==> src/rtl/ccff_bitstream_loader.sv <==
// Serializes host bitstream words MSB-first into a ccff configuration chain and
// accumulates a CRC-16 over the previous chain contents returned on ccff_tail.
module ccff_bitstream_loader #(
  parameter int CHAIN_LEN = 16,
  parameter int WORD_W    = 8,
  parameter int CNT_W     = 16
) (
  input  logic              prog_clk,
  input  logic              pReset,
  input  logic              start,
  input  logic              abort,
  input  logic [WORD_W-1:0] cfg_data,
  input  logic              cfg_valid,
  output logic              cfg_ready,
  output logic              ccff_head,
  output logic              ccff_shift_en,
  input  logic              ccff_tail,
  output logic              busy,
  output logic              done,
  output logic [CNT_W-1:0]  bit_count,
  output logic [15:0]       crc_out
);

  localparam int NWORDS    = (CHAIN_LEN + WORD_W - 1) / WORD_W;
  localparam int LAST_BITS = CHAIN_LEN - (NWORDS - 1) * WORD_W;
  localparam int SC_W      = $clog2(WORD_W + 1);

  localparam logic [SC_W-1:0]  FULL_M1   = SC_W'(WORD_W - 1);
  localparam logic [SC_W-1:0]  LAST_M1   = SC_W'(LAST_BITS - 1);
  localparam logic [CNT_W-1:0] NWORDS_C  = CNT_W'(NWORDS);
  localparam logic [CNT_W-1:0] LAST_IDX  = CNT_W'(NWORDS - 1);
  localparam logic [CNT_W-1:0] FINAL_CNT = CNT_W'(CHAIN_LEN - 1);

  localparam logic [1:0] S_IDLE = 2'd0;
  localparam logic [1:0] S_LOAD = 2'd1;
  localparam logic [1:0] S_DONE = 2'd2;

  logic [1:0]        r_state;
  logic [WORD_W-1:0] r_hbuf;
  logic              r_hbuf_full;
  logic              r_hbuf_last;
  logic [WORD_W-1:0] r_sreg;
  logic [SC_W-1:0]   r_sreg_cnt;
  logic [CNT_W-1:0]  r_words;
  logic              r_head;
  logic              r_shift_en;
  logic [CNT_W-1:0]  r_bit_count;
  logic [15:0]       r_crc;
  logic              w_ready;
  logic              w_accept;

  function automatic logic [15:0] crc16_step(input logic [15:0] crc, input logic b);
    logic fb;
    fb = crc[15] ^ b;
    return {crc[14:0], 1'b0} ^ (fb ? 16'h1021 : 16'h0000);
  endfunction

  assign w_ready  = (r_state == S_LOAD) && !r_hbuf_full && (r_words < NWORDS_C);
  assign w_accept = w_ready && cfg_valid;

  // r_sreg_cnt counts bits still in r_sreg; the bit on r_head has already left it,
  // so an empty r_sreg can reload from r_hbuf without a bubble.
  always_ff @(posedge prog_clk) begin
    if (pReset) begin
      r_state     <= S_IDLE;
      r_hbuf_full <= 1'b0;
      r_hbuf_last <= 1'b0;
      r_sreg_cnt  <= '0;
      r_words     <= '0;
      r_head      <= 1'b0;
      r_shift_en  <= 1'b0;
      r_bit_count <= '0;
      r_crc       <= 16'hFFFF;
    end else if (abort) begin
      r_state     <= S_IDLE;
      r_hbuf_full <= 1'b0;
      r_sreg_cnt  <= '0;
      r_head      <= 1'b0;
      r_shift_en  <= 1'b0;
    end else begin
      if (r_shift_en) begin
        r_bit_count <= r_bit_count + 1'b1;
        r_crc       <= crc16_step(r_crc, ccff_tail);
      end
      case (r_state)
        S_IDLE, S_DONE: begin
          r_head     <= 1'b0;
          r_shift_en <= 1'b0;
          if (start) begin
            r_state     <= S_LOAD;
            r_bit_count <= '0;
            r_crc       <= 16'hFFFF;
            r_hbuf_full <= 1'b0;
            r_sreg_cnt  <= '0;
            r_words     <= '0;
          end
        end
        S_LOAD: begin
          if (r_shift_en && (r_bit_count == FINAL_CNT)) begin
            r_state    <= S_DONE;
            r_head     <= 1'b0;
            r_shift_en <= 1'b0;
          end else begin
            if (r_sreg_cnt != '0) begin
              r_head     <= r_sreg[WORD_W-1];
              r_sreg     <= r_sreg << 1;
              r_sreg_cnt <= r_sreg_cnt - 1'b1;
              r_shift_en <= 1'b1;
            end else if (r_hbuf_full) begin
              r_head      <= r_hbuf[WORD_W-1];
              r_sreg      <= r_hbuf << 1;
              r_sreg_cnt  <= r_hbuf_last ? LAST_M1 : FULL_M1;
              r_shift_en  <= 1'b1;
              r_hbuf_full <= 1'b0;
            end else begin
              r_head     <= 1'b0;
              r_shift_en <= 1'b0;
            end
            if (w_accept) begin
              r_hbuf      <= cfg_data;
              r_hbuf_full <= 1'b1;
              r_hbuf_last <= (r_words == LAST_IDX);
              r_words     <= r_words + 1'b1;
            end
          end
        end
        default: r_state <= S_IDLE;
      endcase
    end
  end

  assign cfg_ready     = w_ready;
  assign ccff_head     = r_head;
  assign ccff_shift_en = r_shift_en;
  assign busy          = (r_state == S_LOAD);
  assign done          = (r_state == S_DONE);
  assign bit_count     = r_bit_count;
  assign crc_out       = r_crc;

endmodule

==> config.mk <==
export PLATFORM = sky130hd
export DESIGN_NAME = ccff_bitstream_loader
export DESIGN_NICKNAME = d
export VERILOG_FILES = /design/src/rtl/ccff_bitstream_loader.sv
export SDC_FILE = /design/constraint.sdc
export NUM_CORES = 1
export LEC_CHECK = 0
export ABC_CLOCK_PERIOD_IN_PS = 3720
export CORE_MARGIN = 2
export CORE_UTILIZATION = 50
export DETAILED_ROUTE_END_ITERATION = 10
export PLACE_DENSITY = 0.76
export SLEW_MARGIN = 20
export SYNTH_ARGS = -nofsm -noshare
export SYNTH_HDL_FRONTEND = slang
export SYNTH_SLANG_ARGS = --single-unit
==> constraint.sdc <==
create_clock -name prog_clk -period 3.72 [get_ports prog_clk]
set_clock_uncertainty 0.1 [all_clocks]
set_input_delay 1.116 -clock prog_clk [delete_from_list [all_inputs] [get_ports prog_clk]]
set_output_delay 1.116 -clock prog_clk [all_outputs]
set_load 0.02 [all_outputs]
# After elaboration in Yosys (flattened, before gate mapping)
# Cells that the tools add are included.
# classes
addsub	3
mul	0
n_div	0
order_cmp	1
n_eq_ne	9
n_shift	0
n_mux	34
bitwise_logic	5
reduce_logical	17
# ops
op	count
2-to-1 mux 16 bit	9
adder 16 x 1 -> 16 bit (second input constant)	2
one-hot mux 16 bit (2 select lines)	1
equality test 16 x 4 -> 1 bit (second input constant)	1
< comparator 16 x 2 -> 1 bit (second input constant)	1
2-to-1 mux 4 bit	4
2-to-1 mux 8 bit	2
bitwise XOR 16 x 13 -> 16 bit	1
AND reduction 5 bit	3
2-to-1 mux 13 bit	1
2-to-1 mux 1 bit	10
one-hot mux 4 bit (2 select lines)	1
AND reduction 4 bit	2
one-hot mux 1 bit (2 select lines)	3
logical AND 1 bit	4
2-to-1 mux 2 bit	2
inequality test 2 x 1 -> 1 bit (second input constant)	2
inequality test 2 bit (second input constant)	2
one-hot mux 2 bit (2 select lines)	1
nonzero test 2 bit	2
nonzero test 4 bit	1
OR reduction 2 bit	2
subtractor 4 x 1 -> 4 bit (second input constant)	1
inequality test 3 x 1 -> 1 bit (second input constant)	1
other kinds (8)	10
# totals
ff_bits	72
latchBits	0
ramBits	0
romBits	0
inputBits	14
out_inout_bits	37
wordCells	80
mem_count	0

# Logic depth before layout (Yosys ltp)
# logic_depth
ltp_word	7
mapped_depth	8
ltp_nobuf	7

# Least setup slack after synthesis
# OpenSTA, ideal clock, no wires.
# synth_path
path_type	input to register
from	in abort
to	reg r_hbuf[0], enable pin
setup_time_ps	395
t_arrival_ps	2588
required_ps	3225
path_slack_ps	638
path_stages	4
path_buffers	2
cell_sequence	clkbuf_1 -> or2_2 -> clkbuf_1 -> nor4_1
# synth_between
elab_chain_cells	2
# synth_rtl
element	line	text
start, declared	11	input logic abort,
NOT 1 bit (no source line)	--	
AND reduction 5 bit (no source line)	--	
end signal, assigned	120	r_hbuf <= cfg_data;
end, declared	39	logic [WORD_W-1:0] r_hbuf;
# No other way between the ends.
# A chain may end at the register's enable or synchronous reset.

# Worst setup path after layout
# layout_path
from	reg r_state[0]
to	out cfg_ready
# layout_between
elab_chain_cells	3
# layout_rtl
element	line	text
start, declared	38	logic [1:0] r_state;
start signal, assigned	65	r_state <= S_IDLE;
start signal, assigned	75	r_state <= S_IDLE;
start signal, assigned	90	r_state <= S_LOAD;
equality test 2 x 1 -> 1 bit	58	assign w_ready = (r_state == S_LOAD) && !r_hbuf_full && (r_words < NWORDS_C);
logical AND 1 bit (2 in a row)	58	
end, declared	14	output logic cfg_ready,
# No other way between the ends.

==> metrics.cfg <==
[finish]
num_antenna_cells = 0
nets = 375
fin_cells = 435
areaGrowthSynthToFinish_pct = 27.1
drive_above_1_share_pct = 8.54
fill_cells = 467

[logic_synthesis]
syn_area_per_cell_um2 = 9.41
syn_inst = 305
synth.distinct_cells = 42
syn-cell-area_um2 = 2870
syn_nets = 322
synth-seq-area-share_pct = 55.4
ys_ff_latch = 72
ys_warn_count = 0

[cts]
tritoncts = done
clkTransAtPathRegs_ns = 0.07
cts_max_path_buffers = 2
insertion_delay_ns = 0.34
cts_made_buffers = 9
root_buffer = clkbuf_8
clock_sinks = 72
cts_hold_buf = 0
post_cts_buffers = 0
cts_resized = 0
htree_num_levels = 3

[critical_path]
critPathKind = flip-flop to output pin
reg2reg_from = r_state[0]$_SDFFE_PP0P_
startpoint_type = flip-flop
required_ns = 2.50
r2r_slack_ns = 1.23
cp_slowest_stage_delay_ns = 0.62
r2r_end = r_sreg[1]$_SDFFCE_PN0P_
setup.worst_path.end = cfg_ready
cp-end-kind = output pin
r2r.worst_path.cells = 4
cp_cell_sequence = nor2b_1 -> nand3_1 -> nor2_1 -> clkdlybuf4s50_1
slowest_stage = clkdlybuf4s50_1
startpoint = r_state[0]$_SDFFE_PP0P_
worst-path-max-fanout = 6
worstPathArrival_ns = 2.11

[drt]
drt_iter0_drc = 81
drt-total-wl_mm = 5.90
vias = 2246
ant_nets = 0
drtPass1Iterations = 4
drt-wirelength-per-cell_um = 13.6
vias_per_cell = 5.16
drc = 0

[grt]
grt_use_total_pct = 20.2
grt_pass1_vias = 2183
antenna_found_initial = 0
grt-ovfl-total = 0
grt_pass1_wl_mm = 9.92
grt_max_degree = 30

[sta]
finalMaxSlewViolations = 0
hold_ws_ns = 0.362
rsz0062_at_grt = false
setup_viol = 0
fin_setup_tns_ns = 0
worst_slew_pin_slew_ns = 0.623
layout_min_cycle_time_ns = 3.33
final_hold_viol_count = 0
timing.fmax_ghz = 0.300
final.period_utilization_pct = 89.5
slew_headroom_pct = 58.2

[die]
die_w_um = 79.8
core_um2 = 5540
start_util_pct = 51.8
io_pins = 51
die_height_um = 79.8
fp.dieArea_um2 = 6360
num_rows = 27

[pwr]
total_power_uw = 1500
peakVddDrop_mv = 0.308
powerDensity_nw_per_um2 = 411
p_leak_uw = 0.00142

[placement]
port_buffers = 50
place.gp.congestion = 0.785
place.detailed.hpwl_mm = 3.95
dp_cells = 419

[run_status]
status = complete, no violations

[min_path]
worstHoldStart = r_words[12]$_SDFFE_PP0P_
min_path_type = flip-flop to flip-flop

[run]
max_cap_violations = 0

-- cells in the mapped netlist, drive strengths merged --
| master | n | area [um2] |
|---|---|---|
| a2111oi | 1 | 15.0 |
| a211o | 1 | 10.0 |
| a211oi | 1 | 7.51 |
| a21bo | 1 | 10.0 |
| a21oi | 7 | 35.0 |
| a22oi | 1 | 7.51 |
| a31oi | 1 | 6.26 |
| and2 | 16 | 101 |
| and3 | 4 | 26.3 |
| and4 | 2 | 18.8 |
| buf | 1 | 11.3 |
| clkbuf | 11 | 41.3 |
| dfxtp | 57 | 1140 |
| edfxtp | 15 | 450 |
| ha | 3 | 37.5 |
| inv | 9 | 33.8 |
| mux2i | 1 | 10.0 |
| nand2 | 62 | 233 |
| nand2b | 3 | 18.8 |
| nand3 | 24 | 120 |
| nand4 | 4 | 25.0 |
| nor2 | 27 | 101 |
| nor2b | 3 | 18.8 |
| nor3 | 4 | 25.0 |
| nor3b | 1 | 7.51 |
| nor4 | 7 | 58.8 |
| o211ai | 5 | 37.5 |
| o21ai | 2 | 10.0 |
| o31ai | 2 | 15.0 |
| or2 | 4 | 25.0 |
| or3 | 4 | 26.3 |
| or4 | 2 | 18.8 |
| or4b | 1 | 10.0 |
| xnor2 | 8 | 70.1 |
| xor2 | 10 | 87.6 |
-- cell usage in the layout, fill, tap and decap left out, types with 4 or more instances in the layout --
cell              n
or2_2             4
o211ai_1          5
buf_4             4
and2_1           15
clkdlybuf4s50_1  50
xor2_1           10
nand3_1          24
nor2_1           27
nor4_1            6
dfxtp_1          57
inv_1             9
nand4_1           4
clkbuf_8          9
a21oi_1           7
xnor2_1           8
edfxtp_1         15
nand2_1          62
-- sequential cells by signal, summed over array words and instances, names as in the netlist --
signal,cells
r_state,2
r_hbuf_full,1
r_sreg,7
r_sreg_cnt,4
ccff_head,1
bit_count,16
r_hbuf,8
ccff_shift_en,1
r_words,16
crc_out,16
-- routing by layer --
metal	up-vias	track usage, %	part of all wire, %
li1	1140	-	-
met1	1050	27.1	49
met2	43	30.6	46
met3	13	5.20	3.2
met4	0	9.32	1.9
met5	-	0	0
-- through the flow --
stage	utilization, %	instance area, um2	worst slack (ns)
floorplan	-	2870	0.638
global placement	62.1	3440	0.694
detailed placement	62.1	3440	0.653
CTS	65.9	3650	0.380
global route	65.9	3650	0.300
finish	65.9	3650	0.391
-- final cells by class --
| class | instances | area, um2 | share of cell area (%) |
|---|---|---|---|
| inverter | 9 | 33.8 | 0.925 |
| clock inverter | 6 | 83.8 | 2.30 |
| multi-input combinational | 212 | 1190 | 32.7 |
| clock buffer | 10 | 128 | 3.50 |
| sequential | 72 | 1590 | 43.6 |
| timing repair buffer | 54 | 531 | 14.5 |
| tap | 72 | 90.1 | 2.47 |
-- power by group --
group / internal, uW / switching [uW]
Sequential: 795 / 1.12
Clock: 374 / 281
Combinational: 21.0 / 27.4
-- worst min-delay path by stage --
stage | endpoint | slack [ns] | cells past startpoint
global placement | r_words[7]$_SDFFE_PP0P_ | 0.34 | 1
floorplan | r_words[5]$_SDFFE_PP0P_ | 0.33 | 1
global route | r_words[12]$_SDFFE_PP0P_ | 0.38 | 1
finish | r_words[12]$_SDFFE_PP0P_ | 0.36 | 1
CTS | r_words[6]$_SDFFE_PP0P_ | 0.37 | 1
detailed placement | r_words[6]$_SDFFE_PP0P_ | 0.35 | 1
-- critical path, delay by kind of cell (launching register included) --
kind                   cells  cell delay [ns]
AND/OR/NAND/NOR            3             0.77
buffers and inverters      1             0.62
flip-flops                 1             0.40
-- kinds of logic after synthesis --
group	share of synthesized area, %
flops	55.4
compound gates	5.36
simple gates	29.1
buf+inv	3.01
xor+xnor	5.49
mux	0.349
fa+ha+maj	1.31
No activity file was read; power rests on OpenSTA's default activity.
==> variant, RTL diff (config.mk and constraints unchanged) <==
Change the parameter `WORD_W` from 8 to 16.
--- a/src/rtl/ccff_bitstream_loader.sv
+++ b/src/rtl/ccff_bitstream_loader.sv
@@ -2,7 +2,7 @@
 // accumulates a CRC-16 over the previous chain contents returned on ccff_tail.
 module ccff_bitstream_loader #(
   parameter int CHAIN_LEN = 16,
-  parameter int WORD_W    = 8,
+  parameter int WORD_W    = 16,
   parameter int CNT_W     = 16
 ) (
   input  logic              prog_clk,
Interface: changed (resized cfg_data); port bits go from 51 to 59. The function was not compared with the original's and may differ.
==> variant against the original RTL <==
  * Cell area grew 19%
  * Total power grew 13%
  * Sequential cell count grew 17
  * Setup slack lost 0.095 ns
  * Routed wire length grew 15%
  * Synthesized area grew 21%
  * Sequential power grew 27%
  * Global-route usage shrank 1.2 points
  * Combinational power grew 29%
  * Largest cell class unchanged
==> variant: results (changes against the original RTL) <==
OUTCOME
--------------------------------------------------------------------------------------
Status .................................................................. complete, no violations   unchanged

CELLS AND AREA
--------------------------------------------------------------------------------------
Sequential cell area share ..............................................        0.480   was 0.436
Comb_multi_in ...........................................................          237   was 212
Layout cells sized above 1 ..............................................       0.0743   was 0.0854
Number of buffers other than clock buffers in the final layout ..........           64   was 54
Nonclk inv count ........................................................           11   was 9
Area fraction of clock buffers and clock inverters ......................       0.0440   was 0.0579
Total of clock buffers placed in the layout .............................           12   was 10

ROUTE
--------------------------------------------------------------------------------------
Iter 0 DRT Violations ...................................................          110   was 81
Metal-1 WL ..............................................................      3250 um   was 2880 um
Sum of met3 wire segment lengths after detailed routing .................       381 um   was 186 um

TIMING
--------------------------------------------------------------------------------------
Post-Route Hold Slack ...................................................     0.366 ns   was 0.362 ns
Worst rel slew slack ....................................................        0.559   was 0.582

PLACE
--------------------------------------------------------------------------------------
Placed standard-cell area ...............................................  0.00416 mm2   was 0.00344 mm2
Dpl hpwl ................................................................      4580 um   was 3950 um
Number of buffers inserted by port buffering ............................           58   was 50

POWER AND IR DROP
--------------------------------------------------------------------------------------
Leakage power ...........................................................      1.71 nW   was 1.42 nW
Max VDD drop ............................................................     0.256 mV   was 0.308 mV
Internal ................................................................      1.33 mW   was 1.19 mW
Proportion of power drawn by combinational gates ........................        0.037   was 0.032

WORST SETUP PATH
--------------------------------------------------------------------------------------
Worst reg2reg endpoint ..................................................   r_sreg[13]   was r_sreg[1]
Critical path peak fanout ...............................................            4   was 6
R2R cell count ..........................................................            7   was 4

GRT
--------------------------------------------------------------------------------------
GRT met3 Usage ..........................................................       0.0607   was 0.0520
Combined global-route utilization of all metal layers ...................        0.190   was 0.202
Met1 global-route usage .................................................        0.241   was 0.271

YOSYS
--------------------------------------------------------------------------------------
Post-Synth XOR/XNOR Area ................................................       0.0477   was 0.0549
Sequential share of the synthesized area ................................        0.600   was 0.554
Number of distinct standard cells referenced by the synthesized netlist .           40   was 42
Most area-consuming cells after synthesis ............................... sky130_fd_sc_hd__dfxtp_1, sky130_fd_sc_hd__edfxtp_1, sky130_fd_sc_hd__nand2_1, sky130_fd_sc_hd__nand3_1, sky130_fd_sc_hd__nor2_1   unchanged
EDFF count, synth .......................................................           31   was 15
Mean post-synth cell area ...............................................     9.96 um2   was 9.41 um2
Area fraction in compound gates after synthesis .........................       0.0506   was 0.0536

MIN PATH
--------------------------------------------------------------------------------------
Min-delay src ...........................................................   r_words[5]   was r_words[12]

[variant: cell types whose count changed after synthesis, moves of 2 or more]
| cell | unedited run | this run |
|---|---|---|
| sky130_fd_sc_hd__clkbuf_1 | 11 | 13 |
| sky130_fd_sc_hd__or2_2 | 4 | 2 |
| sky130_fd_sc_hd__nand4_1 | 4 | 6 |
| sky130_fd_sc_hd__nor2_1 | 27 | 29 |
| sky130_fd_sc_hd__o211ai_1 | 5 | 3 |
| sky130_fd_sc_hd__edfxtp_1 | 15 | 31 |
| sky130_fd_sc_hd__or3_1 | 3 | 0 |
| sky130_fd_sc_hd__inv_1 | 9 | 11 |
| sky130_fd_sc_hd__nor4_2 | 0 | 2 |
| sky130_fd_sc_hd__nand2_1 | 62 | 86 |
| sky130_fd_sc_hd__or4_1 | 1 | 3 |
[variant: through the flow]
stage	cells	util	setup WS [ns]
after floorplan	350	-	0.911
after global placement	481	0.616	0.768
after detailed placement	481	0.616	0.649
after CTS	497	0.644	0.257
after global routing	497	0.644	0.208
final	497	0.644	0.296
[variant: kinds of logic (layout without fill, tap and decap cells)]
kind of cell / Yosys count / in the layout
adders and majority gates: 4 / 4
DFF: 89 / 89
buffers and inverters: 24 / 91
xor gates and xnor gates: 19 / 19
muxes: 1 / 1
AOI/OAI and AO/OA: 24 / 24
and+or+nand+nor: 189 / 189
[variant: worst max-delay path by stage]
stage,endpoint,depth (start not counted)
5_1_grt,cfg_ready,6
2_1_floorplan,r_sreg[10],3
3_5_place_dp,cfg_ready,6
6_report,cfg_ready,6
4_1_cts,cfg_ready,6
3_3_place_gp,r_sreg[9],4
[variant: critical path, delay by kind of cell, from the launching register on]
family	cells	cell delay [ns]
fa+ha+maj	1	0.13
buf+inv	2	0.70
flops	1	0.34
simple gates	3	0.67
